--- src/rtl/if_id_queue.sv ---
// -----------------------------------------------------------------------------
// if_id_queue
//   Decoupling queue between instruction fetch (IF) and decode (ID). Each
//   fetched {pc_plus4, instruction} pair is stored in order. The oldest entry
//   is presented to ID. Fetch is told to hold while the queue is nearly full.
//   A taken branch (flush) discards every queued wrong-path entry in one cycle.
//
// Ports
//   clk          in   rising-edge clock
//   rst          in   asynchronous reset, active-low (0 = reset)
//   fetch_valid  in   a new fetch beat is present on pc_plus4_in/inst_in
//   pc_plus4_in  in   [ADDR_W] pc_plus4 from fetch
//   inst_in      in   [INST_W] instruction word from the ROM
//   flush        in   taken branch: drop the queue and this cycle's fetch
//   id_stall     in   ID cannot take the head entry this cycle
//   id_valid     out  head entry is valid
//   id_pc_plus4  out  [ADDR_W] head pc_plus4, 0 when empty
//   id_inst      out  [INST_W] head instruction, 0 (NOP) when empty
//   if_hold      out  fetch must not advance
//   overflow     out  sticky: a push was attempted into a full queue
//
// Handshake: the write side transfers on fetch_valid & ~flush (if_hold is
// advisory back-pressure, the queue keeps one spare slot for the beat already
// in flight). The read side transfers on id_valid & ~id_stall & ~flush.
// Flush overrides both sides.
// -----------------------------------------------------------------------------
module if_id_queue #(
  parameter int ADDR_W = 32,
  parameter int INST_W = 32,
  parameter int DEPTH  = 4
) (
  input  logic              clk,
  input  logic              rst,
  input  logic              fetch_valid,
  input  logic [ADDR_W-1:0] pc_plus4_in,
  input  logic [INST_W-1:0] inst_in,
  input  logic              flush,
  input  logic              id_stall,
  output logic              id_valid,
  output logic [ADDR_W-1:0] id_pc_plus4,
  output logic [INST_W-1:0] id_inst,
  output logic              if_hold,
  output logic              overflow
);

  localparam int PTR_W   = $clog2(DEPTH);
  localparam int CNT_W   = PTR_W + 1;
  localparam int ENTRY_W = ADDR_W + INST_W;

  logic [ENTRY_W-1:0] mem_q [DEPTH];

  logic [PTR_W-1:0] rd_ptr_q, rd_ptr_d;
  logic [PTR_W-1:0] wr_ptr_q, wr_ptr_d;
  logic [CNT_W-1:0] count_q,  count_d;
  logic             overflow_q, overflow_d;

  logic push;
  logic pop;
  logic full;
  logic push_ok;

  logic [ENTRY_W-1:0] head;

  assign push = fetch_valid & ~flush;
  assign pop  = id_valid & ~id_stall & ~flush;
  assign full = (count_q == CNT_W'(DEPTH));

  // A full queue still accepts a push when the head leaves in the same cycle.
  assign push_ok = push & (~full | pop);

  always_comb begin
    rd_ptr_d   = rd_ptr_q;
    wr_ptr_d   = wr_ptr_q;
    count_d    = count_q;
    overflow_d = overflow_q | (push & ~push_ok);

    if (flush) begin
      rd_ptr_d = '0;
      wr_ptr_d = '0;
      count_d  = '0;
    end else begin
      // DEPTH is a power of two, so natural pointer overflow is the wrap.
      if (pop)     rd_ptr_d = rd_ptr_q + PTR_W'(1);
      if (push_ok) wr_ptr_d = wr_ptr_q + PTR_W'(1);
      case ({push_ok, pop})
        2'b10:   count_d = count_q + CNT_W'(1);
        2'b01:   count_d = count_q - CNT_W'(1);
        default: count_d = count_q;
      endcase
    end
  end

  always_ff @(posedge clk or negedge rst) begin
    if (!rst) begin
      rd_ptr_q   <= '0;
      wr_ptr_q   <= '0;
      count_q    <= '0;
      overflow_q <= 1'b0;
    end else begin
      rd_ptr_q   <= rd_ptr_d;
      wr_ptr_q   <= wr_ptr_d;
      count_q    <= count_d;
      overflow_q <= overflow_d;
    end
  end

  // Storage needs no reset: an entry is only read once count covers it.
  always_ff @(posedge clk) begin
    if (push_ok) mem_q[wr_ptr_q] <= {pc_plus4_in, inst_in};
  end

  assign head        = mem_q[rd_ptr_q];
  assign id_valid    = (count_q != '0);
  assign id_pc_plus4 = id_valid ? head[ENTRY_W-1:INST_W] : '0;
  assign id_inst     = id_valid ? head[INST_W-1:0]       : '0;

  // Decoded from the registered count only, so it cannot glitch.
  assign if_hold  = (count_q >= CNT_W'(DEPTH - 1));
  assign overflow = overflow_q;

endmodule

--- config.mk ---
export PLATFORM = sky130hd
export DESIGN_NAME = if_id_queue
export DESIGN_NICKNAME = d
export VERILOG_FILES = /design/src/rtl/if_id_queue.sv
export SDC_FILE = /design/constraint.sdc
export NUM_CORES = 1
export LEC_CHECK = 0
export ABC_AREA = 1
export CAP_MARGIN = 20
export CORE_MARGIN = 2
export CORE_UTILIZATION = 45
export DETAILED_ROUTE_END_ITERATION = 16
export GPL_ROUTABILITY_DRIVEN = 0
export GPL_TIMING_DRIVEN = 0
export PLACE_DENSITY = 0.63
export SLEW_MARGIN = 20
export SYNTH_ARGS = -nofsm -noshare
export SYNTH_HDL_FRONTEND = slang
export SYNTH_SLANG_ARGS = --single-unit
--- constraint.sdc ---
create_clock -name clk -period 5.1 [get_ports clk]
set_input_delay 1.02 -clock clk [delete_from_list [all_inputs] [get_ports clk]]
set_output_delay 1.02 -clock clk [all_outputs]
set_load 0.1 [all_outputs]
### Word-level counts from Yosys, hierarchy flattened

Memories as Yosys holds them, arrays and structs flattened.
Index checks and enable logic that the tools add are counted.
W data, S select, Z words.

| word-level totals | value |
|---|---|
| flip-flop bits (word level) | 8 |
| latch bits | 0 |
| RAM bits | 256 |
| ROM bits | 0 |
| bits of input ports | 69 |
| memories kept | 1 |

| operators by class | value |
|---|---|
| add/subtract/negate cells | 4 |
| multipliers | 0 |
| div/mod/pow operators | 0 |
| order comparisons | 1 |
| equality and inequality tests | 3 |
| shifts and indexed selects | 0 |
| mux-type cells | 10 |
| bitwise gates (word level) | 11 |
| reduce and logical (&&, ||, !) cells | 4 |

Memories:

| memory | words | bits a word | read ports | clocked after memory_dff | wr ports | RTL line | text |
|---|---|---|---|---|---|---|---|
| mem_q | 4 | 64 | 1 | 0 | 1 | 50 | `logic [ENTRY_W-1:0] mem_q [DEPTH];` |

Operators with widths:

| operator | count |
|---|---|
| $mux W32 | 2 |
| $mux W2 | 4 |
| $pmux W3 S2 | 1 |
| $reduce_bool A3 Y1 | 2 |
| $and A1 B1 Y1 | 5 |
| $add A2 B1 Y2 const B | 2 |
| $not A1 Y1 | 4 |
| $reduce_bool A2 Y1 | 2 |
| $add A3 B1 Y3 const B | 1 |
| $eq A3 B3 Y1 const B | 1 |
| $ge A3 B2 Y1 const B | 1 |
| $mux W3 | 1 |
| $sub A3 B1 Y3 const B | 1 |
| $eq A2 B1 Y1 const B | 1 |
| $eq A2 B2 Y1 const B | 1 |
| $mux W1 | 2 |
| $or A1 B1 Y1 | 2 |

### Logic depth before layout (Yosys ltp)

Gate-level depths: netlist of run 1.

| depth | value |
|---|---|
| depth in word-level cells | 8 |
| depth in mapped cells | 10 |
| gate-level depth less buffers | 10 |

### Worst setup path before layout of run 1

Ideal clock, no wire load.

| timing path | value |
|---|---|
| path type | input to register |
| from | in id_stall |
| to | mem mem_q[0][0] (netlist name), enable pin |
| data arrival time | 4111 ps |
| data required time | 4614 ps |
| path slack | 502 ps |
| stages on the path | 5 |
| cell sequence | inv_1 > nand3_1 > nand3_1 > nand2_2 > nor2_1 |

| on the way | value |
|---|---|
| word-level cells in the longest chain between the ends | 7 |

Ends and longest elaborated chain:

| what | RTL line | text |
|---|---|---|
| from (decl) | 38 | `input logic id_stall,` |
| $not A1 Y1 | 65 | `assign pop = id_valid & ~id_stall & ~flush;` |
| $and A1 B1 Y1 (2 in a row) | 65 |  |
| $or A1 B1 Y1 | 69 | `assign push_ok = push & (~full \| pop);` |
| $and A1 B1 Y1 | 69 |  |
| $mux W1 | 109 | `if (push_ok) mem_q[wr_ptr_q] <= {pc_plus4_in, inst_in};` |
| $mux W1 (not written as such) | 109 |  |
| to (decl) | 50 |  |

No other way between the ends.

### Final worst setup path of run 1

| timing path | value |
|---|---|
| from | reg rd_ptr_q[0] |
| to | out id_inst[24] |

| on the way | value |
|---|---|
| word-level cells in the longest chain between the ends | 2 |

Ends and longest elaborated chain:

| what | RTL line | text |
|---|---|---|
| from (decl) | 52 | `logic [PTR_W-1:0] rd_ptr_q, rd_ptr_d;` |
| from (signal assigned) | 100 | `rd_ptr_q <= rd_ptr_d;` |
| $mem_v2 Z4 W64 | -- |  |
| $mux W32 | 115 | `assign id_inst = id_valid ? head[INST_W-1:0] : '0;` |
| to (decl) | 41 | `output logic [INST_W-1:0] id_inst,` |

No other way between the ends.

==> run_summary.xml, run 1 <==
<?xml version="1.0" encoding="UTF-8"?>
<metrics>
  <group name="hold_path">
    <metric name="min_path_type" unit="">flop to flop</metric>
    <metric name="whs_path_depth" unit="">1</metric>
    <metric name="hp-start" unit="">overflow$_DFF_PN0_</metric>
    <metric name="min_to" unit="">overflow$_DFF_PN0_</metric>
  </group>
  <group name="clocking">
    <metric name="holdBufCountCts" unit="">0</metric>
    <metric name="cts_setup_buffers" unit="">0</metric>
    <metric name="ctsRootBufferMaster" unit="">sky130_fd_sc_hd__clkbuf_16</metric>
    <metric name="postCtsResizedCells" unit="">0</metric>
    <metric name="cts_num_sinks" unit="">264</metric>
    <metric name="worstSkewPairLatency" unit="ns">0.52</metric>
    <metric name="ctsHtreeMaxLevel" unit="">1</metric>
    <metric name="cts_tree" unit="">done</metric>
    <metric name="number_of_cts_inserted_buffers" unit="">27</metric>
    <metric name="worst_setup_hold_path_clk_slew" unit="ns">0.06</metric>
    <metric name="clk_buf_depth" unit="">3</metric>
  </group>
  <group name="routing">
    <metric name="detail_route.wl_per_cell" unit="um">17.50</metric>
    <metric name="routed_via_density" unit="">5.028</metric>
    <metric name="antenna_left" unit="">0</metric>
    <metric name="first_iter_violations" unit="">463</metric>
    <metric name="vias" unit="">6728</metric>
    <metric name="drt_first_pass_iters" unit="">7</metric>
    <metric name="route.final.wire_length" unit="um">23410</metric>
    <metric name="drc" unit="">0</metric>
  </group>
  <group name="sta">
    <metric name="timing_limited_maximum_frequency" unit="MHz">240.5</metric>
    <metric name="rsz0062_at_grt" unit="">false</metric>
    <metric name="timing_hold_violations_final" unit="">0</metric>
    <metric name="finalSetupViolCount" unit="">0</metric>
    <metric name="timing.slew.headroom" unit="">0.3006</metric>
    <metric name="fin_skew" unit="ns">0.01224</metric>
    <metric name="report.final.slew_viol_count" unit="">0</metric>
    <metric name="layout_worst_path_cycle_share" unit="">0.8154</metric>
    <metric name="min_period" unit="ns">4.159</metric>
    <metric name="timing.setup.tns" unit="ns">0</metric>
    <metric name="tightestPinTransition" unit="ns">1.046</metric>
    <metric name="final_hold_slack" unit="ns">0.4794</metric>
  </group>
  <group name="worst_setup_path">
    <metric name="cpPeakStageDelay" unit="ns">1.19</metric>
    <metric name="timing.rr.end" unit="">mem_q[2][14]$_DFFE_PP_</metric>
    <metric name="critical_path_arrival" unit="ns">3.14</metric>
    <metric name="crit_chain" unit="">buf_6, inv_2, buf_2, clkbuf_2, o21ai_0, a21oi_1, clkdlybuf4s50_1</metric>
    <metric name="critical_path.startpoint_type" unit="">flop</metric>
    <metric name="timing.rr.start" unit="">count_q[1]$_DFFE_PN0P_</metric>
    <metric name="worstPathBufferInverterCount" unit="">5</metric>
    <metric name="cp_top_family" unit="">buffers and inverters</metric>
    <metric name="timing.reg2reg.worst_path_depth" unit="">8</metric>
    <metric name="ff2ff_setup_slack" unit="ns">2.82</metric>
    <metric name="worstSetupEndpointType" unit="">output pin</metric>
    <metric name="required" unit="ns">4.08</metric>
    <metric name="critPathMaxFanout" unit="">10</metric>
    <metric name="timing_worst_setup_path_type" unit="">flop to output pin</metric>
    <metric name="crit_slowest_cell" unit="">sky130_fd_sc_hd__clkdlybuf4s50_1</metric>
  </group>
  <group name="synth">
    <metric name="synth_top_family_by_area" unit="">simple AND/OR/NAND/NOR gates</metric>
    <metric name="syn_avg_cell_area" unit="um^2">12.67</metric>
    <metric name="synth_area" unit="um^2">10490</metric>
    <metric name="ys.warnings.count" unit="">0</metric>
    <metric name="synth_top_cell_area_share" unit="">0.7330</metric>
    <metric name="synth-seq-area-share" unit="">0.7521</metric>
    <metric name="synth.lib_cells_used.distinct" unit="">25</metric>
    <metric name="yosys.area.top_type" unit="">sky130_fd_sc_hd__edfxtp_1</metric>
    <metric name="syn_nets" unit="">902</metric>
    <metric name="synth_xor_xnor_area_share" unit="">0.0008351</metric>
    <metric name="ys_ff_latch" unit="">264</metric>
    <metric name="basic_gate_share_of_the_synthesized_area_counting_and_or_nand_and_nor_cells" unit="">0.1083</metric>
    <metric name="synthMuxAreaShare" unit="">0</metric>
    <metric name="synth_compound_area_frac" unit="">0.09497</metric>
    <metric name="synth_fa_ha_area_frac" unit="">0.006681</metric>
    <metric name="synthTopCellsByArea" unit="">sky130_fd_sc_hd__edfxtp_1, sky130_fd_sc_hd__nor2_1, sky130_fd_sc_hd__o21ai_0</metric>
    <metric name="syn-instance-count" unit="">828</metric>
  </group>
  <group name="layout">
    <metric name="fillerInstances" unit="">1858</metric>
    <metric name="area_growth_syn_to_fin" unit="%">27.71</metric>
    <metric name="multiInputGateArea" unit="um^2">2241</metric>
    <metric name="layout.cells.most_common_list" unit="">sky130_fd_sc_hd__nor2_1, sky130_fd_sc_hd__edfxtp_1, sky130_fd_sc_hd__clkdlybuf4s50_1</metric>
    <metric name="final-seq-area" unit="um^2">7888</metric>
    <metric name="drive_gt1_frac" unit="">0.1054</metric>
    <metric name="nets" unit="">1078</metric>
    <metric name="final_design_area_no_fill" unit="um^2">13390</metric>
    <metric name="antennaDiodeCount" unit="">0</metric>
    <metric name="mostFrequentLayoutCell" unit="">sky130_fd_sc_hd__nor2_1</metric>
  </group>
  <group name="die">
    <metric name="floorplan.core_area" unit="um^2">22780</metric>
    <metric name="die-area" unit="um^2">24540</metric>
    <metric name="design.portCount" unit="">136</metric>
    <metric name="die_height" unit="um">156.7</metric>
    <metric name="die_width" unit="um">156.7</metric>
    <metric name="initial_standard_cell_utilization_of_the_core" unit="">0.4604</metric>
    <metric name="core.rowCount" unit="">55</metric>
  </group>
  <group name="grt">
    <metric name="largest_net_degree_at_the_start_of_global_routing" unit="">23</metric>
    <metric name="grt_usage" unit="">0.1929</metric>
    <metric name="globalRouteOverflowTotal" unit="">0</metric>
    <metric name="number_of_global_route_vias_before_repair" unit="">6621</metric>
    <metric name="grt_first_pass_wirelength" unit="um">36070</metric>
    <metric name="busiest_layer" unit="">met2</metric>
    <metric name="met3_usage" unit="">0.02631</metric>
    <metric name="groute.layer.met2.usage" unit="">0.3317</metric>
    <metric name="antenna_found_initial" unit="">0</metric>
    <metric name="global_route.usage.met1" unit="">0.2609</metric>
  </group>
  <group name="pwr">
    <metric name="p_per_area" unit="nW/um^2">632.0</metric>
    <metric name="worst_ir_drop_vdd" unit="uV">462.8</metric>
    <metric name="p_leak" unit="nW">4.627</metric>
  </group>
  <group name="flow_run">
    <metric name="drv_cap" unit="">0</metric>
  </group>
  <group name="placement">
    <metric name="detailed_place_hpwl" unit="um">14860</metric>
    <metric name="placement.io_buffers" unit="">135</metric>
    <metric name="detailed_place.area" unit="um^2">12530</metric>
  </group>
  <group name="run_status">
    <metric name="outcome" unit="">finished clean</metric>
  </group>
</metrics>
[cells in the mapped netlist, drive strengths merged]
| library cell | n |
|---|---|
| nor2 | 266 |
| edfxtp | 256 |
| o21ai | 129 |
| a21oi | 66 |
| buf | 38 |
| inv | 17 |
| nand2 | 17 |
| clkbuf | 12 |
| nand3 | 10 |
| dfrtp | 8 |
| ha | 4 |
| a31oi | 1 |
| fa | 1 |
| nand4 | 1 |
| o21bai | 1 |
| xnor2 | 1 |
[worst max-delay path by stage]
stage,cells after the start,startpoint,to
floorplan,5,id_stall,mem_q[0][0]$_DFFE_PP_
global placement,6,flush,mem_q[2][60]$_DFFE_PP_
detailed placement,7,rd_ptr_q[0]$_DFFE_PN0P_,id_pc_plus4[1]
CTS,7,rd_ptr_q[0]$_DFFE_PN0P_,id_pc_plus4[0]
global route,7,rd_ptr_q[0]$_DFFE_PN0P_,id_inst[21]
finish,7,rd_ptr_q[0]$_DFFE_PN0P_,id_inst[24]
[worst register-to-register path, stage by stage (launching register included)]
cell and delay (ns):
sky130_fd_sc_hd__dfrtp_1 0.47, sky130_fd_sc_hd__nor2_4 0.08, sky130_fd_sc_hd__nand2_4 0.09, sky130_fd_sc_hd__nand3_1 0.10
sky130_fd_sc_hd__nand3_1 0.12, sky130_fd_sc_hd__nand2_2 0.18, sky130_fd_sc_hd__nor2_4 0.47, sky130_fd_sc_hd__buf_16 0.23
sky130_fd_sc_hd__buf_12 0.20
[logic make-up after synthesis]
| group | Yosys count |
|---|---|
| simple gates | 294 |
| flops | 264 |
| compound gates | 197 |
| buf+inv | 67 |
| fa+ha+maj | 5 |
| xor+xnor | 1 |
[sequential cells by signal, summed over array words and instances (netlist names)]
| name | count |
|---|---|
| rd_ptr_q | 2 |
| mem_q | 256 |
| count_q | 3 |
| wr_ptr_q | 2 |
| overflow | 1 |
[report_power, final]
group / switching [mW] / leakage [nW] / internal (mW)
Sequential: 0.0438 / 2.43 / 2.52
Clock: 0.771 / 0.430 / 1.12
Combinational: 3.12 / 1.77 / 0.897
Total: 3.93 / 4.63 / 4.53
[per-layer routing]
layer / part of all wire / vias up / wire (um)
met5: 0 / - / 0
met4: 0.019 / 0 / 444
met3: 0.055 / 29 / 1289
met2: 0.49 / 224 / 11540
met1: 0.43 / 3190 / 10130
li1: - / 3285 / -
[cell type report]
cell class,instances,share of cell area
sequential,264,0.5889
clock inverter,20,0.01298
clock buffer,30,0.05128
buffer,50,0.02429
timing repair buffer,147,0.1213
multi-input combinational,497,0.1673
inverter,17,0.004764
tap,313,0.02924
[per-stage QoR]
| stage | cells | power [mW] | setup slack [ns] | util |
|---|---|---|---|---|
| global route | 1338 | 8.796 | 0.7944 | 0.5880 |
| floorplan | 828 | 5.604 | 0.5023 | - |
| detailed placement | 1288 | 6.643 | 1.462 | 0.5502 |
| finish | 1338 | 8.464 | 0.9414 | 0.5880 |
| CTS | 1338 | 8.533 | 0.8852 | 0.5880 |
| global placement | 1276 | 6.611 | -2.305 | 0.5369 |
No activity file was read; power rests on OpenSTA's default activity.
==> inputs of run 2 (changes only) <==
==> constraint.sdc (replaced) <==
create_clock -name clk -period 4 [get_ports clk]
set_input_delay 0.8 -clock clk [delete_from_list [all_inputs] [get_ports clk]]
set_output_delay 0.8 -clock clk [all_outputs]
set_load 0.1 [all_outputs]
==> run 2 against run 1 <==
  * Critical path depth unchanged
  * Global-route usage unchanged
  * Register-to-register slack worse by 1.1 ns
  * Combinational power up 27%
  * Routed wire length about the same
  * Highest routed layer unchanged
  * Cell area up 0.22%
  * Critical path type unchanged
  * Largest power group unchanged
  * Worst setup slack worse by 0.80 ns
  * Worst hold slack about the same
  * Via count down 0.10%
==> run_summary.xml, run 2 (synthesized netlist as in run 1, its figures left out) <==
<?xml version="1.0" encoding="UTF-8"?>
<metrics>
  <group name="worst_setup_path">
    <metric name="critical_path.startpoint_type" unit="">flop</metric>
    <metric name="ff2ff_setup_slack" unit="ns">1.73</metric>
    <metric name="cp.depth" unit="">7</metric>
    <metric name="timing.reg2reg.worst_path_depth" unit="">8</metric>
    <metric name="timing_worst_setup_path_type" unit="">flop to output pin</metric>
    <metric name="crit_slowest_cell" unit="">sky130_fd_sc_hd__clkdlybuf4s50_1</metric>
    <metric name="crit_chain" unit="">buf_6, inv_2, buf_4, clkbuf_2, o21ai_1, a21oi_1, clkdlybuf4s50_1</metric>
    <metric name="critical_path_arrival" unit="ns">3.06</metric>
    <metric name="cpPeakStageDelay" unit="ns">1.18</metric>
    <metric name="worstSetupEndpointType" unit="">output pin</metric>
    <metric name="critPathMaxFanout" unit="">10</metric>
    <metric name="timing.rr.start" unit="">count_q[1]$_DFFE_PN0P_</metric>
    <metric name="required" unit="ns">3.20</metric>
    <metric name="worstPathBufferInverterCount" unit="">5</metric>
    <metric name="timing.rr.end" unit="">mem_q[2][14]$_DFFE_PP_</metric>
    <metric name="cp_top_family" unit="">buffers and inverters</metric>
  </group>
  <group name="clocking">
    <metric name="cts_tree" unit="">done</metric>
    <metric name="ctsRootBufferMaster" unit="">sky130_fd_sc_hd__clkbuf_16</metric>
    <metric name="number_of_cts_inserted_buffers" unit="">27</metric>
    <metric name="worst_setup_hold_path_clk_slew" unit="ns">0.06</metric>
    <metric name="worstSkewPairLatency" unit="ns">0.52</metric>
    <metric name="holdBufCountCts" unit="">0</metric>
    <metric name="ctsHtreeMaxLevel" unit="">1</metric>
    <metric name="clk_buf_depth" unit="">3</metric>
    <metric name="cts_num_sinks" unit="">264</metric>
  </group>
  <group name="routing">
    <metric name="drc" unit="">0</metric>
    <metric name="drt_first_pass_iters" unit="">7</metric>
    <metric name="detail_route.wl_per_cell" unit="um">17.48</metric>
    <metric name="routed_via_density" unit="">5.023</metric>
    <metric name="first_iter_violations" unit="">508</metric>
    <metric name="antenna_left" unit="">0</metric>
    <metric name="route.final.wire_length" unit="um">23390</metric>
    <metric name="vias" unit="">6721</metric>
  </group>
  <group name="sta">
    <metric name="layout_worst_path_cycle_share" unit="">0.9652</metric>
    <metric name="min_period" unit="ns">3.861</metric>
    <metric name="timing_limited_maximum_frequency" unit="MHz">259.0</metric>
    <metric name="rsz0062_at_grt" unit="">false</metric>
    <metric name="fin_skew" unit="ns">0.01217</metric>
    <metric name="timing.setup.tns" unit="ns">0</metric>
    <metric name="timing_hold_violations_final" unit="">0</metric>
    <metric name="final_hold_slack" unit="ns">0.4794</metric>
    <metric name="timing.slew.headroom" unit="">0.2976</metric>
    <metric name="tightestPinTransition" unit="ns">1.050</metric>
    <metric name="finalSetupViolCount" unit="">0</metric>
    <metric name="report.final.slew_viol_count" unit="">0</metric>
  </group>
  <group name="grt">
    <metric name="largest_net_degree_at_the_start_of_global_routing" unit="">23</metric>
    <metric name="globalRouteOverflowTotal" unit="">0</metric>
    <metric name="grt_usage" unit="">0.1929</metric>
    <metric name="antenna_found_initial" unit="">0</metric>
    <metric name="grt_first_pass_wirelength" unit="um">36070</metric>
    <metric name="number_of_global_route_vias_before_repair" unit="">6621</metric>
  </group>
  <group name="layout">
    <metric name="area_growth_syn_to_fin" unit="%">28.00</metric>
    <metric name="nets" unit="">1078</metric>
    <metric name="antennaDiodeCount" unit="">0</metric>
    <metric name="largest_reg_flops" unit="">256</metric>
    <metric name="top_register" unit="">mem_q</metric>
    <metric name="layout.cells.most_common_list" unit="">sky130_fd_sc_hd__nor2_1, sky130_fd_sc_hd__edfxtp_1, sky130_fd_sc_hd__clkdlybuf4s50_1</metric>
    <metric name="mostFrequentLayoutCell" unit="">sky130_fd_sc_hd__nor2_1</metric>
    <metric name="largestRegisters" unit="">mem_q (256), count_q (3)</metric>
    <metric name="drive_gt1_frac" unit="">0.1054</metric>
  </group>
  <group name="die">
    <metric name="initial_standard_cell_utilization_of_the_core" unit="">0.4604</metric>
    <metric name="die-area" unit="um^2">24540</metric>
    <metric name="design.portCount" unit="">136</metric>
    <metric name="die_width" unit="um">156.7</metric>
    <metric name="die_height" unit="um">156.7</metric>
    <metric name="floorplan.core_area" unit="um^2">22780</metric>
    <metric name="core.rowCount" unit="">55</metric>
  </group>
  <group name="run_status">
    <metric name="outcome" unit="">finished clean</metric>
  </group>
  <group name="pwr">
    <metric name="p_leak" unit="nW">4.792</metric>
    <metric name="p_per_area" unit="nW/um^2">803.2</metric>
    <metric name="worst_ir_drop_vdd" unit="uV">589.6</metric>
  </group>
  <group name="hold_path">
    <metric name="min_path_type" unit="">flop to flop</metric>
    <metric name="hp-start" unit="">overflow$_DFF_PN0_</metric>
    <metric name="min_to" unit="">overflow$_DFF_PN0_</metric>
    <metric name="whs_path_depth" unit="">1</metric>
  </group>
  <group name="placement">
    <metric name="placement.io_buffers" unit="">135</metric>
    <metric name="detailed_place_hpwl" unit="um">14860</metric>
  </group>
  <group name="flow_run">
    <metric name="drv_cap" unit="">0</metric>
  </group>
</metrics>
run 2: through the flow:
stage	power [mW]	cells	cell area, um^2	utilization	setup WS (ns)
after global placement	8.429	1276	12230	0.5369	-3.185
after detailed placement	8.469	1288	12530	0.5502	0.5820
after global routing	11.21	1338	13420	0.5893	0.0004314
final	10.78	1338	13420	0.5893	0.1392
after floorplan	7.145	828	10490	-	-0.3777
after CTS	10.88	1338	13390	0.5880	0.005175
run 2: cell type report:
cell class,count,area [um^2]
Inverter,17,63.81
Timing Repair Buffer,147,1654
Multi-Input combinational cell,497,2241
Buffer,50,325.3
Clock inverter,20,173.9
Clock buffer,30,686.9
Fill cell,1855,9354
Tap cell,313,391.6
Sequential cell,264,7888
run 2: metal layers:
layer	track usage	wire length [um]	vias up
met1	0.2609	10320	3201
li1	-	-	3284
met4	0.04893	444	0
met5	0	0	-
met3	0.02631	1096	29
met2	0.3317	11530	207
run 2: worst max-delay path by stage:
stage                                  end                     from  slack (ns)
floorplan            mem_q[0][0]$_DFFE_PP_                 id_stall       -0.38
global placement    mem_q[2][60]$_DFFE_PP_                    flush       -3.19
detailed placement          id_pc_plus4[1]  rd_ptr_q[0]$_DFFE_PN0P_        0.58
CTS                         id_pc_plus4[0]  rd_ptr_q[0]$_DFFE_PN0P_       0.005
global route                   id_inst[17]  rd_ptr_q[0]$_DFFE_PN0P_      0.0004
finish                      id_pc_plus4[2]  rd_ptr_q[0]$_DFFE_PN0P_        0.14
run 2: timing repair:
action / 4_1_cts / 5_1_grt
endpoints found under the setup margin: 0 / 12
resized for setup: 0 / 12
buffers inserted: 0 / 0
run 2: power by group:
group | internal, mW | switching (mW)
Combinational | 1.14 | 3.97
Clock | 1.43 | 0.981
Sequential | 3.21 | 0.0558
==> inputs of run 3 (changes only) <==
--- a/config.mk
+++ b/config.mk
@@ -6,7 +6,6 @@
 export NUM_CORES = 1
 export LEC_CHECK = 0
 export ABC_AREA = 1
-export CAP_MARGIN = 20
 export CORE_MARGIN = 2
 export CORE_UTILIZATION = 45
 export DETAILED_ROUTE_END_ITERATION = 16
==> constraint.sdc (replaced) <==
create_clock -name clk -period 4.45 [get_ports clk]
set_input_delay 0.89 -clock clk [delete_from_list [all_inputs] [get_ports clk]]
set_output_delay 0.89 -clock clk [all_outputs]
set_load 0.1 [all_outputs]
==> results of run 3 <==
Same layout as run 1 (identical final DEF). Status: finished clean.
Main changes from that run: setup slack after placement 1.462 ns -> 0.9420 ns; setup slack after layout 0.9414 ns -> 0.4214 ns; register-to-register setup slack 2.82 ns -> 2.17 ns; total power 8.464 mW -> 9.701 mW; worst IR drop on VDD 462.8 uV -> 530.5 uV
